<file path="config.mk">
export PLATFORM = sky130hd
export DESIGN_NAME = shift_pipe
export DESIGN_NICKNAME = d
export VERILOG_FILES = /design/src/rtl/shift_pkg.sv /design/src/rtl/shift_stage.sv /design/src/rtl/shift_pipe.sv
export SDC_FILE = /design/constraint.sdc
export NUM_CORES = 1
export LEC_CHECK = 0
export CAP_MARGIN = 5
export CELL_PAD_IN_SITES_DETAIL_PLACEMENT = 1
export CELL_PAD_IN_SITES_GLOBAL_PLACEMENT = 1
export CORE_MARGIN = 10
export CORE_UTILIZATION = 45
export CTS_CLUSTER_DIAMETER = 60
export DETAILED_ROUTE_END_ITERATION = 12
export PLACE_DENSITY = 0.84
export RECOVER_POWER = 100
export SLEW_MARGIN = 40
export SYNTH_ARGS = -nofsm -noshare
export SYNTH_HDL_FRONTEND = slang
export SYNTH_SLANG_ARGS = --single-unit
export TNS_END_PERCENT = 1
</file>
<file path="constraint.sdc">
create_clock -name clk -period 7.8 [get_ports clk]
set_input_delay 1.56 -clock clk [delete_from_list [all_inputs] [get_ports clk]]
set_output_delay 1.56 -clock clk [all_outputs]
set_load 0.02 [all_outputs]
</file>
<file path="src/rtl/shift_pkg.sv">
// Shared encodings and control payload for the shift_pipe pipeline.
// Mode 11 is a right rotate only when SHIFT_PIPE_ROTATE_EN is defined.
package shift_pkg;

    typedef enum logic [1:0] {
        MODE_SRL  = 2'b00,
        MODE_SLL  = 2'b01,
        MODE_SRA  = 2'b10,
        MODE_ROTR = 2'b11
    } mode_t;

    typedef struct packed {
        mode_t mode;
        logic  enable;
    } ctrl_t;

endpackage

</file>
<file path="src/rtl/shift_stage.sv">
// One barrel-shifter level: fixed shift by SI for the selected mode, applied when sel is set.
// Mode 11 rotates right with SHIFT_PIPE_ROTATE_EN defined, otherwise it yields zero.
module shift_stage
    import shift_pkg::*;
#(
    parameter int unsigned WIDTH = 32,
    parameter int unsigned SI    = 1
) (
    input  logic [WIDTH-1:0] data_in,
    input  mode_t            mode,
    input  logic             sel,
    output logic [WIDTH-1:0] data_out
);

    logic [WIDTH-1:0] shifted;

    // SRA keeps the MSB, so the original sign propagates through every level.
    always_comb begin
        shifted = data_in;
        case (mode)
            MODE_SRL: shifted = data_in >> SI;
            MODE_SLL: shifted = data_in << SI;
            MODE_SRA: shifted = WIDTH'($signed(data_in) >>> SI);
`ifdef SHIFT_PIPE_ROTATE_EN
            MODE_ROTR: shifted = {data_in[SI-1:0], data_in[WIDTH-1:SI]};
`else
            MODE_ROTR: shifted = '0;
`endif
            default: shifted = data_in;
        endcase
    end

    assign data_out = sel ? shifted : data_in;

endmodule

</file>
<file path="src/rtl/shift_pipe.sv">
// Elastic log2(WIDTH)-stage shifter pipeline with valid/ready handshake on both sides.
// Build option: SHIFT_PIPE_ROTATE_EN turns mode 11 into a right rotate.
module shift_pipe
    import shift_pkg::*;
#(
    parameter  int unsigned WIDTH  = 32,
    localparam int unsigned STAGES = $clog2(WIDTH)
) (
    input  logic              clk,
    input  logic              rst,
    input  logic              in_valid,
    output logic              in_ready,
    input  logic [WIDTH-1:0]  in_data,
    input  logic [STAGES-1:0] in_shamt,
    input  logic [1:0]        in_mode,
    input  logic              in_enable,
    output logic              out_valid,
    input  logic              out_ready,
    output logic [WIDTH-1:0]  out_data
);

    logic [STAGES-1:0] vld;
    logic [WIDTH-1:0]  dat  [STAGES];
    logic [STAGES-1:0] sh   [STAGES];
    ctrl_t             ctl  [STAGES];

    logic [STAGES-1:0] vin;
    logic [WIDTH-1:0]  din  [STAGES];
    logic [STAGES-1:0] shin [STAGES];
    ctrl_t             cin  [STAGES];
    logic [WIDTH-1:0]  nxt  [STAGES];
    logic [STAGES-1:0] ld;

    // Remaining shamt is kept right-aligned: bit 0 always belongs to the stage it enters.
    for (genvar s = 0; s < STAGES; s++) begin : g_stage
        if (s == 0) begin : g_head
            assign vin[s]  = in_valid;
            assign din[s]  = in_data;
            assign shin[s] = in_shamt;
            assign cin[s]  = '{mode: mode_t'(in_mode), enable: in_enable};
        end else begin : g_body
            assign vin[s]  = vld[s-1];
            assign din[s]  = dat[s-1];
            assign shin[s] = sh[s-1];
            assign cin[s]  = ctl[s-1];
        end

        shift_stage #(
            .WIDTH (WIDTH),
            .SI    (1 << s)
        ) u_stage (
            .data_in  (din[s]),
            .mode     (cin[s].mode),
            .sel      (cin[s].enable & shin[s][0]),
            .data_out (nxt[s])
        );
    end

    // A stage may load if the output drains or any stage from here onward has a hole.
    always_comb begin
        ld = '0;
        for (int s = 0; s < STAGES; s++) begin
            ld[s] = out_ready || (((~vld) >> s) != '0);
        end
    end

    always_ff @(posedge clk or posedge rst) begin
        if (rst) begin
            vld <= '0;
            for (int s = 0; s < STAGES; s++) begin
                dat[s] <= '0;
                sh[s]  <= '0;
                ctl[s] <= '0;
            end
        end else begin
            for (int s = 0; s < STAGES; s++) begin
                if (ld[s]) begin
                    vld[s] <= vin[s];
                    if (vin[s]) begin
                        dat[s] <= nxt[s];
                        sh[s]  <= shin[s] >> 1;
                        ctl[s] <= cin[s];
                    end
                end
            end
        end
    end

    assign in_ready  = ld[0];
    assign out_valid = vld[STAGES-1];
    assign out_data  = dat[STAGES-1];

    // Control carried into the final stage has no consumer.
    logic unused_tail;
    assign unused_tail = ^{sh[STAGES-1], ctl[STAGES-1]};

endmodule

</file>
==> flow_summary_export.csv <==
group,metric,value,unit
cts,clock_tree.root_cell,"sky130_fd_sc_hd__clkbuf_16",
layout,layout-area-overhead-vs-synth,12.4,%
timing,setup_tns,0,ns
worst_setup_path,setup_cp_type,"in2out",
cts,numClockSinks,187,
global_route,overflow,0,
cts,cts_buffers,17,
worst_setup_path,path_cells,"dlygate4sd3_1 > nand4b_1 > nor2_1 > nand2_1 > dlygate4sd3_1",
cts,htree_levels,4,
timing,setup_repair_after_global_routing_missed_its_margin,"false",
synth,yosys_register_bits,187,
synth,combinational_family_with_the_most_area_after_synthesis,"compound AO/OA/AOI/OAI gates",
detailed_routing,drcViolationCount,0,
synth,synth-seq-area-share,49.8,%
power,powerDensity,353,nW/um2
worst_setup_path,worst-endpoint-arrival,3.53,ns
worst_setup_path,critPathBufInv,2,
global_route,grt_start_max_net_pins,115,
layout,antenna-diode-count,0,
synth,synthesis.nets,1063,
layout,multi_input_gate_area_in_the_final_layout,4090,um2
worst_setup_path,cp_slowest_stage_delay,0.66,ns
worst_setup_path,worst_setup_path_endpoint,"in_ready",
worst_setup_path,start_kind,"input port",
timing,finalCriticalPeriod,5.09,ns
timing,post-route-period-util,65.2,%
synth,synth_compound_gate_area_share,29.8,%
timing,transition_time_at_the_pin_with_the_least_slew_margin,2.53,ns
cts,clkTransAtPathRegs,0.06,ns
synth,synthMuxAreaShare,2.16,%
synth,synth-adder-area-share,0,%
synth,post_synth_and_or_nand_nor_area_fraction,11.3,%
cts,clock_tree_from_tritoncts,"done",
cts,post_cts.resized_instances,0,
worst_setup_path,cp_num_cells,5,
global_route,antenna_found_initial,0,
timing,fmax,0.196,GHz
synth,synth-xor-area-share,0,%
timing,max_slew_margin,-68.5,%
cts,clk-insertion-delay-late,0.44,ns
hold_path,min-delay-path-class,"reg2reg",
status,status,"complete, but fails checks",
layout,fill_cells,2356,
floorplan,die_w,165,um
detailed_routing,drt-total-wl,22100,um
cts,cts.path.max_buffers,2,
placement,hpwl,15700,um
worst_setup_path,startpoint_of_the_lowest_slack_register_to_register_path,"vld[2]$_DFFE_PP0P_",
worst_setup_path,setup.reg_to_reg.worst_slack,4.35,ns
worst_setup_path,crit_path_max_fo,5,
worst_setup_path,worst-endpoint-required,6.24,ns
global_route,grt_pass1_vias,7643,
floorplan,die_height,165,um
timing,maxSlewViolCount,336,
floorplan,coreArea,20400,um2
detailed_routing,drt_iter0_drc,437,
detailed_routing,routed_vias,7349,
synth,synth-warning-count,0,
placement,port-buffer-count,77,
global_route,grt_pass1_wl,37800,um
layout,utilization,51.9,%
floorplan,rows,52,
timing,finalHoldViolations,0,
detailed_routing,wl_per_cell,17.2,um
synth,post_synthesis_cells,1019,
floorplan,initial_core_util,46.1,%
floorplan,boundaryPins,78,
placement,gpl.final_weighted_congestion,0.800,
flow_run,timing.max_cap.violations,5,
cts,hold_buffers,0,
layout,final_net_count,1045,
power,ir_worst_vdd,145,uV
layout,area.sequential,4680,um2
timing,setup_viol,0,
worst_setup_path,timing.critical_path.to_type,"output pin",
worst_setup_path,r2r-end,"dat[118]$_DFFE_PP0P_",
status,violations,"max-capacitance violations, max-slew violations",
cts,post-cts-setup-buffers,0,
worst_setup_path,worst_path_most_repeated_cell,"sky130_fd_sc_hd__dlygate4sd3_1",
floorplan,die_area,27100,um2
synth,post_synth_instance_area,9400,um2
worst_setup_path,crit_family,"buffers and inverters",
worst_setup_path,cpMaxStageDelayCell,"sky130_fd_sc_hd__dlygate4sd3_1",
synth,synthDistinctLibCells,31,
global_route,groute.usage.overall,16.7,%
synth,mean_post_synth_cell_area,9.22,um2
detailed_routing,number_of_routed_nets_with_antenna_violations,0,
worst_setup_path,worst_r2r_path_depth,4,
detailed_routing,route.detailed.vias_per_inst,5.73,
timing,worst_clock_skew,0.00651,ns
detailed_routing,drtPass1Iterations,5,
layout,layout-drive-gt1-share,6.12,%
worst_setup_path,crit_start,"out_ready",
power,p_leak,0.00434,uW
-- cell families after synthesis --
kind of cell,Yosys count
AOI/OAI and AO/OA,446
buffers and inverters,129
DFF,187
muxes,18
and+or+nand+nor,239
-- metrics by stage --
| stage | area, um2 | setup WS, ns | hold slack, ns | cells | total power (uW) |
|---|---|---|---|---|---|
| 3_5_place_dp | 9990 | 3.15 | 0.472 | 1252 | 2890 |
| 2_1_floorplan | 9400 | 1.15 | 0.450 | 1019 | 2510 |
| 6_report | 10600 | 2.71 | 0.474 | 1283 | 3730 |
| 4_1_cts | 10600 | 3.15 | 0.487 | 1283 | 3800 |
| 5_1_grt | 10600 | 2.49 | 0.503 | 1283 | 4000 |
| 3_3_place_gp | 9960 | 3.24 | 0.461 | 1252 | 2820 |
-- where the power goes --
part	internal (uW)	total, uW	switching (uW)
registers	1320	1650	332
logic	476	1190	717
clock network	520	888	368
total	2310	3730	1420
-- metal layers --
layer	track usage, %	share of wire (%)	vias to the layer above
met5	0	0	-
met4	5.84	1.7	0
met3	2.71	3.4	29
met2	28.9	49	101
met1	20.8	46	3556
li1	-	-	3663
-- cell usage after synthesis --
cell                       number  area, um2
sky130_fd_sc_hd__nand3b_1       1       7.51
sky130_fd_sc_hd__a21o_1         2       15.0
sky130_fd_sc_hd__buf_1          2       7.51
sky130_fd_sc_hd__a221o_1       99        991
sky130_fd_sc_hd__dfrtp_1      187       4680
sky130_fd_sc_hd__o21a_1         1       7.51
sky130_fd_sc_hd__o21ai_2        2       17.5
sky130_fd_sc_hd__and2_1         6       37.5
sky130_fd_sc_hd__o21ai_1        7       35.0
sky130_fd_sc_hd__and3_1        16        100
sky130_fd_sc_hd__o21ai_0      260       1300
sky130_fd_sc_hd__clkbuf_1      56        210
sky130_fd_sc_hd__o31ai_1       12       90.1
sky130_fd_sc_hd__inv_1          7       26.3
sky130_fd_sc_hd__nand2_1      177        664
sky130_fd_sc_hd__a31oi_1        1       6.26
sky130_fd_sc_hd__nor2_1        13       48.8
sky130_fd_sc_hd__mux2_2        14        158
sky130_fd_sc_hd__a21oi_1       55        275
sky130_fd_sc_hd__a211oi_1       3       22.5
sky130_fd_sc_hd__nand2b_1       2       12.5
sky130_fd_sc_hd__nor3b_1       16        120
sky130_fd_sc_hd__buf_2         28        140
sky130_fd_sc_hd__a32oi_1        2       17.5
sky130_fd_sc_hd__nor2b_1        6       37.5
sky130_fd_sc_hd__nand4b_4       1       23.8
sky130_fd_sc_hd__o21bai_1       1       7.51
sky130_fd_sc_hd__o21ai_4        1       16.3
sky130_fd_sc_hd__or2_2          1       6.26
sky130_fd_sc_hd__mux2_1         4       45.0
sky130_fd_sc_hd__buf_4         36        270
-- worst min-delay path by stage --
stage                        startpoint                        to  depth (start not counted)
3_5_place_dp   out_data[12]$_DFFE_PP0P_  out_data[12]$_DFFE_PP0P_                          2
5_1_grt        out_data[12]$_DFFE_PP0P_  out_data[12]$_DFFE_PP0P_                          2
3_3_place_gp   out_data[11]$_DFFE_PP0P_  out_data[11]$_DFFE_PP0P_                          2
4_1_cts        out_data[12]$_DFFE_PP0P_  out_data[12]$_DFFE_PP0P_                          2
6_report       out_data[12]$_DFFE_PP0P_  out_data[12]$_DFFE_PP0P_                          2
2_1_floorplan  out_data[31]$_DFFE_PP0P_  out_data[31]$_DFFE_PP0P_                          2
-- cell type report --
class	count	area share [%]
tap	270	3.20
clock inverter	10	1.35
multi-input combinational	703	38.7
clock buffer	21	4.36
inverter	7	0.367
sequential	187	44.3
timing repair buffer	85	7.76
-- cells in the final DEF (no fill, tap or decap), types with 4 or more instances in the layout --
| cell type | Yosys | routed |
|---|---|---|
| sky130_fd_sc_hd__clkbuf_16 | 0 | 17 |
| sky130_fd_sc_hd__nand2_1 | 177 | 173 |
| sky130_fd_sc_hd__clkbuf_1 | 56 | 6 |
| sky130_fd_sc_hd__a21oi_1 | 55 | 55 |
| sky130_fd_sc_hd__and3_1 | 16 | 16 |
| sky130_fd_sc_hd__clkdlybuf4s50_1 | 0 | 41 |
| sky130_fd_sc_hd__nor2b_1 | 6 | 4 |
| sky130_fd_sc_hd__o21ai_0 | 260 | 265 |
| sky130_fd_sc_hd__nor2_1 | 13 | 13 |
| sky130_fd_sc_hd__a221o_1 | 99 | 99 |
| sky130_fd_sc_hd__and2_2 | 0 | 4 |
| sky130_fd_sc_hd__nor3b_1 | 16 | 16 |
| sky130_fd_sc_hd__mux2_2 | 14 | 14 |
| sky130_fd_sc_hd__clkinvlp_4 | 0 | 4 |
| sky130_fd_sc_hd__nand2_2 | 0 | 4 |
| sky130_fd_sc_hd__dlygate4sd3_1 | 0 | 36 |
| sky130_fd_sc_hd__mux2_1 | 4 | 4 |
| sky130_fd_sc_hd__dfrtp_1 | 187 | 187 |
| sky130_fd_sc_hd__o31ai_1 | 12 | 12 |
-- sequential cells by signal, summed over array words and instances (netlist names) --
name and cells:
sh 10, vld 5, dat 128, out_data 32
cin 12
-- worst register-to-register path: cells and delay by family (launching register included) --
kind | cells | cell delay (ns)
AO/OA/AOI/OAI | 2 | 0.66
AND/OR/NAND/NOR | 1 | 0.35
flip-flops | 1 | 0.41
buffers and inverters | 1 | 1.80
Note: power is estimated with default switching activity, not from simulation.
==> RTL change 1 (same flow settings) <==
Reset style: synchronous (`rst`), changed in one clocked block.
--- a/src/rtl/shift_pipe.sv
+++ b/src/rtl/shift_pipe.sv
@@ -65,5 +65,5 @@
     end
 
-    always_ff @(posedge clk or posedge rst) begin
+    always_ff @(posedge clk) begin
         if (rst) begin
             vld <= '0;
Function: changed (Yosys sat finds a counterexample within 10 cycles, from zero or initial values and one cycle with rst high; the reset may be asserted at any time).
==> RTL change 1 against the original RTL <==
  * Worst setup slack worse by 640 ps
  * Highest routed layer unchanged
  * Sequential cell count unchanged
  * Die area increased by 0.72%
  * The flow still finishes with violations (max-capacitance violations, max-slew violations)
  * Routed wire length shrank 3.8%
  * Register-to-register slack worse by 960 ps
  * Maximum frequency decreased by 11%
  * Synthesized area is 0.81% higher
  * Global-route usage decreased by 1.0 points
  * Design area is 0.70% higher
Power is not compared: it rests on default switching activity, and its combinational part moved more than twofold at a synthesized area within 25%.
==> RTL change 1: results (changes against the original RTL) <==
total global-route track usage=15.70% (-1.0 points); failing checks=max-capacitance violations, max-slew violations; number of global-route vias before repair=6839 (-11%); post-synth net total=930 (-13%); fraction of layout cells with a size suffix above 1=5.469% (-0.65 points); largest net degree at the start of global routing=106 (-7.8%); Seq/Total Area, Yosys=58.74% (+8.9 points); global-route wire length before repair=34.66 mm (-8.4%); hold slack=538.4 ps (+64.27 ps); post-DR wirelength/cell=18.15 um (+5.4%); hold path start=sh[0][9]; Commonest cells post-synth=edfxtp_1 (182), nor2_1 (169), nor3_1 (94); CP max stage cell=clkbuf_1; Post-Layout Cell Count=1171 (-8.7%); number of synthesized flops with an enable pin=182 (+182); Worst EP arrival=5750 ps (+2220 ps); Max-slew headroom=-122.0% (-54 points); max-cap viol count=6 (+1); Placed Cells=1139 (-9.0%); Post-DP HPWL=14.52 mm (-7.8%); 1st-iter DRT viols=423 (-3.2%); met1 WL=9.129 mm (-10%); status=complete, but fails checks; final max-slew violation count=264 (-21%); R2R cell count=5 (+1); crit-path max FO=76 (+71); Top FF cell, synth=edfxtp_1; Setup Skew=11.77 ps (+5.262 ps); met2 routed WL=10.75 mm (-0.67%); r2r startpoint=vld[3]; vias per cell=5.826 (+1.7%)
==> RTL change 1: cells by family after synthesis <==
family,after synthesis,share of synthesized area (%)
buffers and inverters,121,6.960
and+or+nand+nor,373,18.94
AOI/OAI and AO/OA,205,15.36
DFF,187,58.74
==> RTL change 1: per-layer routing <==
| layer | GRT usage [%] | vias to the layer above |
|---|---|---|
| met5 | 0 | - |
| met3 | 3.024 | 36 |
| met2 | 27.71 | 171 |
| met4 | 6.602 | 0 |
| met1 | 18.26 | 3335 |
| li1 | - | 3280 |
==> RTL change 1: area by class of cell <==
type,instances,area (um^2)
inverter,7,26.28
tap,275,344.1
timing repair buffer,92,859.6
clock buffer,24,491.7
fill,2232,10250
clock inverter,8,91.34
multi-input combinational,578,3263
sequential,187,5565
==> RTL change 1: through the flow <==
step	setup WS, ps	utilization, %
finish	2073	50.94
global route	1714	50.94
CTS	3082	51.16
detailed placement	3088	48.37
global placement	3148	48.29
floorplan	3804	-
==> RTL change 2 (same settings) <==
Made on the original files. `WIDTH` is set to 32 in 2 places; all go to 64.
--- a/src/rtl/shift_stage.sv
+++ b/src/rtl/shift_stage.sv
@@ -4,5 +4,5 @@
     import shift_pkg::*;
 #(
-    parameter int unsigned WIDTH = 32,
+    parameter int unsigned WIDTH = 64,
     parameter int unsigned SI    = 1
 ) (
--- a/src/rtl/shift_pipe.sv
+++ b/src/rtl/shift_pipe.sv
@@ -4,5 +4,5 @@
     import shift_pkg::*;
 #(
-    parameter  int unsigned WIDTH  = 32,
+    parameter  int unsigned WIDTH  = 64,
     localparam int unsigned STAGES = $clog2(WIDTH)
 ) (
Interface: changed (resized in_data, in_shamt and out_data); port bits go from 78 to 143. The function was not compared with the original's and may differ.
==> RTL change 2 against the original RTL <==
  * The run still ends with max-capacitance violations, max-slew violations left
  * Design area increased by 130%
  * Global-route usage grew 3.4 points
  * Sequential cell count rose by 233
  * Synthesized area is 130% higher
  * Sequential share of layout area decreased by 0.41 points
  * Routed wire length grew to 2.6 times the old value
  * Worst setup slack got worse by 540 ps
  * Power increased by 150%
  * Clock skew rose by 3.6 ps
  * Via count rose by 140%
  * Register-to-register slack got worse by 490 ps
  * Critical path depth down 1
  * Critical endpoint is now dat[200]
==> RTL change 2: results (changes against the original RTL) <==
status=complete, but fails checks; failing checks=max-capacitance violations, max-slew violations; met2 routed WL=27.79 mm (+160%); global-route wire length before repair=95.43 mm (+150%); Layout Area Growth over Synthesis=12.22%; final max-slew violation count=227 (-32%); Post-DP HPWL=41.03 mm (+160%); fraction of area in multi-input gates=38.99% (+0.29 points); nets@finish=2342 (+120%); max-cap viol count=3 (-2); Area contributors post-synth=dfrtp_1 (49%), o21ai_0 (14%), a221o_1 (12%); Worst IR Drop VDD=192.4 uV (+32%); Worst EP arrival=5470 ps (+1940 ps); CP max stage cell=clkbuf_1; GR Util met1=26.40% (+5.6 points); Non-CTS buffers=173 (+100%); Seq area share=43.87% (-0.41 points); Max Buffers Root-to-Sink=3 (+1); 1st-iter DRT viols=1328 (+200%); Net Sw Power=0.003769 W (+170%); Crit path largest cell delay=2590 ps (+1930 ps); met3 routed WL=2.134 mm (+190%); CTS Buf Count=47 (+30); met3 usage=2.605% (-0.11 points); Setup Slack @ Placement=3085 ps (-67.02 ps); largest net degree at the start of global routing=145 (+26%); syn_area_per_cell=9.132 um^2 (-0.98%); worst skew pair latency=570 ps (+130 ps); Clock Sinks=420 (+120%); mux contribution to synthesized area=1.319% (-0.84 points); routability congestion estimate=0.8374 (+4.7%); Post-Layout Cell Count=2910 (+130%); met1 WL=26.56 mm (+160%)
RTL change 2: cell count changes after synthesis, sizes merged, moves of 2 or more:
cell    unedited run  this run
a21oi             55       118
clkbuf            56       142
nand2            177       402
o21ai            270       657
nor3b             16        32
dfrtp            187       420
mux2              18        25
buf               66       153
nor2              13        28
and3              16        32
o31ai             12        27
nand3              0         2
a221o             99       259
RTL change 2: path summary, 6_finish.rpt:
path | slack (ps) | cells after the start | from | end
worst max-delay path | 2170 | 4 | rst | dat[200]
worst min-delay path | 470 | 2 | out_data[20] | out_data[20]
min in group asynchronous | 1430 | 2 | rst | vld[3]
worst max register to register | 3860 | 4 | vld[5] | out_data[31]
worst min register to register | 470 | 2 | out_data[20] | out_data[20]
max in group clk | 2600 | 5 | out_ready | out_data[31]
RTL change 2: worst max-delay path: cells and delay by family:
| kind | cells | cell delay [ps] |
|---|---|---|
| buf+inv | 4 | 3800 |
